$ cat src/rtl/irq_ctrl.sv
// Machine-mode interrupt sequencer in front of the CSR file: interrupt entry (EPC save, vector redirect, flush) and mret return.
// Define IRQ_CTRL_SYNC_EN to pass irq_i through a SYNC_STAGES-deep synchronizer; undefined feeds it straight to edge detect.
module irq_ctrl #(
  parameter logic [31:0] IRQ_VECTOR  = 32'h0000_0010,
  parameter int unsigned SYNC_STAGES = 2
) (
  input  logic        clk,
  input  logic        rst_n,
  input  logic        irq_i,
  input  logic        interrupt_enable_i,
  input  logic [31:0] epc_i,
  input  logic        instr_valid_i,
  input  logic        stall_i,
  input  logic [31:0] pc_i,
  input  logic        mret_i,
  output logic        save_epc_o,
  output logic [31:0] pc_o,
  output logic        pc_set_o,
  output logic [31:0] pc_target_o,
  output logic        flush_o,
  output logic        irq_ack_o,
  output logic        mret_o,
  output logic        in_handler_o
);

  typedef enum logic [2:0] {
    S_IDLE,
    S_ARM,
    S_TAKE,
    S_HANDLER,
    S_RETURN
  } state_t;

  state_t      state;
  logic        irq_s;
  logic        irq_d;
  logic        pending;
  logic [31:0] pc_q;
  logic        boundary;
  logic        mret_now;
  logic        go_ret;
  logic        go_take;

  if (SYNC_STAGES < 2) begin : g_bad_sync_stages
    $error("irq_ctrl: SYNC_STAGES must be at least 2");
  end

`ifdef IRQ_CTRL_SYNC_EN
  logic [SYNC_STAGES-1:0] sync_q;

  always_ff @(posedge clk or negedge rst_n) begin
    if (!rst_n) begin
      sync_q <= '0;
    end else begin
      sync_q <= {sync_q[SYNC_STAGES-2:0], irq_i};
    end
  end

  assign irq_s = sync_q[SYNC_STAGES-1];
`else
  assign irq_s = irq_i;
`endif

  always_ff @(posedge clk or negedge rst_n) begin
    if (!rst_n) begin
      irq_d <= 1'b0;
    end else begin
      irq_d <= irq_s;
    end
  end

  assign boundary = instr_valid_i & ~stall_i;
  assign mret_now = boundary & mret_i;

  // mret wins over entry; TAKE and RETURN themselves ignore a retiring mret.
  assign go_ret  = mret_now & ((state == S_IDLE) | (state == S_ARM) | (state == S_HANDLER));
  assign go_take = (state == S_ARM) & ~mret_now & interrupt_enable_i & boundary;

  always_ff @(posedge clk or negedge rst_n) begin
    if (!rst_n) begin
      state        <= S_IDLE;
      pending      <= 1'b0;
      pc_q         <= '0;
      save_epc_o   <= 1'b0;
      pc_set_o     <= 1'b0;
      flush_o      <= 1'b0;
      irq_ack_o    <= 1'b0;
      mret_o       <= 1'b0;
      in_handler_o <= 1'b0;
    end else begin
      // A new rising edge in the clearing cycle still leaves the request pending.
      pending      <= (irq_s & ~irq_d) | (pending & (state != S_TAKE));
      save_epc_o   <= go_take;
      irq_ack_o    <= go_take;
      pc_set_o     <= go_take | go_ret;
      flush_o      <= go_take | go_ret;
      mret_o       <= go_ret;
      in_handler_o <= (state == S_TAKE) | ((state == S_HANDLER) & ~go_ret);
      if (go_take) begin
        pc_q <= pc_i;
      end
      unique case (state)
        S_IDLE: begin
          if (go_ret) begin
            state <= S_RETURN;
          end else if (pending & interrupt_enable_i) begin
            state <= S_ARM;
          end
        end
        S_ARM: begin
          if (go_ret) begin
            state <= S_RETURN;
          end else if (!interrupt_enable_i) begin
            state <= S_IDLE;
          end else if (go_take) begin
            state <= S_TAKE;
          end
        end
        S_TAKE: state <= S_HANDLER;
        S_HANDLER: begin
          if (go_ret) begin
            state <= S_RETURN;
          end
        end
        S_RETURN: state <= S_IDLE;
        default:  state <= S_IDLE;
      endcase
    end
  end

  assign pc_o = pc_q;

  always_comb begin
    pc_target_o = '0;
    if (state == S_TAKE) begin
      pc_target_o = IRQ_VECTOR;
    end else if (state == S_RETURN) begin
      pc_target_o = epc_i;
    end
  end

endmodule

$ cat config.mk
export PLATFORM = sky130hd
export DESIGN_NAME = irq_ctrl
export DESIGN_NICKNAME = d
export VERILOG_FILES = /design/src/rtl/irq_ctrl.sv
export SDC_FILE = /design/constraint.sdc
export NUM_CORES = 1
export LEC_CHECK = 0
export CAP_MARGIN = 10
export CORE_AREA = 2 2 55 108
export CTS_BUF_LIST = sky130_fd_sc_hd__clkbuf_4 sky130_fd_sc_hd__clkbuf_8 sky130_fd_sc_hd__clkbuf_16
export DETAILED_ROUTE_END_ITERATION = 6
export DIE_AREA = 0 0 57 110
export MAX_ROUTING_LAYER = met4
export PLACE_DENSITY = 0.82
export REMOVE_ABC_BUFFERS = 1
export SLEW_MARGIN = 0
export SYNTH_ARGS = -nofsm -noshare
export SYNTH_HDL_FRONTEND = slang
export SYNTH_SLANG_ARGS = --single-unit
$ cat constraint.sdc
create_clock -name clk -period 2.6 [get_ports clk]
set_input_delay 0.26 -clock clk [delete_from_list [all_inputs] [get_ports clk]]
set_output_delay 0.26 -clock clk [all_outputs]
set_load 0.05 [all_outputs]
==> results by group <==
Logic synthesis
  • Ys Warns: 0
  • Cells after synthesis: between 100 and 150
  • Register area share after synthesis: 0.5304
  • #FFs+latches synth: between 40 and 50
  • Top post-synthesis cells by area: dfrtp_1, mux2_4, and2_1
  • Cell with the most instances after synthesis: dfrtp_1
  • Area leader, netlist: dfrtp_1
  • Post-synth EDFFs: 0
  • Top cell type's share of synthesized area: 0.5304
  • Most used DFF post-synth: dfrtp_1
  • Post-synth cell types: 25
  • Ys async rst share: 1.000
  • Top post-synthesis cells by count: dfrtp_1, and2_1, mux2_4
  • Mapped Area: between 0.0015 and 0.002 sq mm
  • Post-Syn Area per Cell: between 10 and 15 sq um

Pwr
  • Static leakage: about 1.7 nW
  • Power consumption: 3.692 mW
  • PD cells: 989.2 mW/mm^2
  • VDD IR-drop max: roughly 0.84 mV

Cells and area
  • Final std cells w/o fill: 339
  • Diodes inserted: 0
  • Fillers: between 400 and 500
  • Final net count: 349
  • Layout cells sized above 1: 0.2724
  • Syn-to-layout area delta: 92.95%

GRT
  • Tot GR Track Use: 0.1679
  • Vias in the first global route: 1700
  • Antenna violations before repair: 0
  • Gr ovfl total: 0
  • Largest net degree at the start of global routing: between 40 and 50
  • First-pass GRT wire length: approximately 8 mm

Critical path
  • Crit end category: primary output
  • Worst R2R Setup Slack: between 500 and 600 ps
  • CP cell instances: nand2b_1 > a21oi_1 > clkdlybuf4s50_1
  • Crit Path Class: reg2out
  • Worst setup SP type: flop
  • CP max-delay cell: clkdlybuf4s50_1
  • CP arrival: between 1500 and 2000 ps
  • RR Endpoint: pc_o[13]
  • Worst r2r src: state[2]
  • Delay-heaviest family, CP: buffers and inverters
  • R2R depth: 4
  • CP Max Fanout: 9
  • CP peak stage delay: 850 ps
  • CP required: between 2000 and 2500 ps
  • Buffers plus inverters on the worst setup path: 1

STA
  • Final Setup Violations: 0
  • Fmax: between 400 and 500 MHz
  • Worst slew margin: 0.3990
  • Slew Viols, Final: 0
  • Clock Skew: 2.651 ps
  • Min Tclk post-route: 2241 ps
  • Total negative slack: 0 ps
  • Final Cycle Share: 0.8619
  • Final hold violation count: 0
  • WHS: around 86 ps
  • RSZ-0062 raised after global routing: false
  • Least-Margin Pin Slew: 901.6 ps

Floorplan
  • Initial Util: 0.3569
  • DIE WIDTH: 57 um
  • Core Box Area: roughly 0.0054 sq mm
  • # rows: 38
  • DIE AREA: around 0.0063 sq mm
  • Die Height: ~110 um
  • IO Pins: approximately 140

Clock network
  • Post-CTS Repair Setup Buffers: 0
  • TritonCTS clock tree: done
  • Hold_buf cts: 0
  • Root Buffer: clkbuf_8
  • Worst skew pair latency: between 200 and 300 ps
  • Clock-pin slew on the worst setup and hold paths: roughly 80 ps
  • Post_cts resized: 0
  • CTS sink cnt: 41
  • Total CTS buffers: 5
  • H-tree depth: 2
  • CTS Buffer Depth: 2

Detailed routing
  • Iter 0 DRT Violations: 39
  • Final ANT Viol Nets: 0
  • Final wirelength: 4.993 mm
  • Routed len/inst: approximately 15 um
  • Via count: approximately 1600
  • Via density: between 4 and 5
  • DRC: 0
  • Detailed Routing Iterations Pass 1: 4

Outcome
  • Status: finished clean

Placement
  • Hpwl dp: 4.072 mm
  • Placed Instances: around 330
  • RePlAce Congestion: 0.7590
  • I/O Buffers: between 100 and 150

Hold path
  • Hold WC Path Type: in2async

Job
  • Max-capacitance violation count: 0
[stage by stage]
stage	area, sq um	utilization	setup slack, ps
detailed placement	3646	0.6727	370.3
finish	3732	0.6886	359.0
floorplan	1831	-	196.3
global route	3732	0.6886	191.2
CTS	3732	0.6886	347.4
global placement	3646	0.6727	407.9
[routing by layer]
metal	share of wire	GRT usage
met1	0.35	0.1712
met2	0.55	0.2931
met3	0.077	0.04084
met4	0.023	0.08804
met5	0	-
[power by group]
group	switching [mW]	leakage, nW	internal (mW)
clock	0.223	0.0484	0.197
combinational	1.27	1.14	0.926
sequential	0.176	0.523	0.904
[cell families after synthesis]
kind of cell	after synthesis	share of synthesized area
AOI/OAI and AO/OA	7	0.02329
buffers and inverters	14	0.06144
DFF	41	0.5304
muxes	32	0.2387
and+or+nand+nor	45	0.1462
[placed cells by master (no fill, tap or decap)]
| cell type | synthesis | final |
|---|---|---|
| nand4bb_1 | 1 | 1 |
| nor3b_2 | 0 | 1 |
| o31a_1 | 1 | 1 |
| clkbuf_4 | 0 | 1 |
| clkbuf_8 | 0 | 5 |
| buf_12 | 2 | 32 |
| o31ai_1 | 1 | 1 |
| dfrtp_1 | 41 | 41 |
| buf_2 | 0 | 1 |
| o21ai_0 | 2 | 2 |
| and2_1 | 31 | 31 |
| mux2_4 | 27 | 27 |
| nor3_1 | 1 | 1 |
| or3_2 | 0 | 1 |
| nand2b_1 | 3 | 3 |
| clkdlybuf4s50_1 | 0 | 108 |
| a31oi_1 | 1 | 1 |
| nand3_1 | 1 | 1 |
| nor2b_1 | 1 | 1 |
| clkinv_2 | 0 | 2 |
| o21bai_1 | 1 | 1 |
| inv_1 | 4 | 4 |
| nand2_1 | 3 | 3 |
| nor4b_1 | 2 | 2 |
| mux2_2 | 5 | 5 |
| a21oi_1 | 1 | 1 |
| buf_4 | 2 | 1 |
[how the worst max path moves through the flow]
stage | startpoint | end | slack [ps] | cells after the start
final | state[2] | pc_target_o[4] | 360 | 3
after global routing | state[2] | pc_target_o[8] | 190 | 4
after CTS | state[2] | pc_target_o[8] | 350 | 4
after detailed placement | stall_i | pc_o[18] | 370 | 5
after global placement | stall_i | pc_o[5] | 410 | 5
after floorplan | state[2] | pc_target_o[0] | 200 | 2
[flip-flops by register name, indices dropped and copies added, names as in the netlist]
signal / flops
flush_o: 1
in_handler_o: 1
irq_ack_o: 1
irq_d: 1
mret_o: 1
pc_o: 32
pending: 1
state: 3
[cell type report]
| class | count | area (sq um) | share of cell area |
|---|---|---|---|
| Tap cell | 60 | 75.07 | 0.02011 |
| Clock inverter | 2 | 10.01 | 0.002682 |
| Inverter | 4 | 15.01 | 0.004023 |
| Clock buffer | 6 | 76.32 | 0.02045 |
| Timing Repair Buffer | 142 | 1734 | 0.4646 |
| Multi-Input combinational cell | 84 | 795.8 | 0.2132 |
| Sequential cell | 41 | 1026 | 0.2749 |
Note: power is estimated with default switching activity, not from simulation.
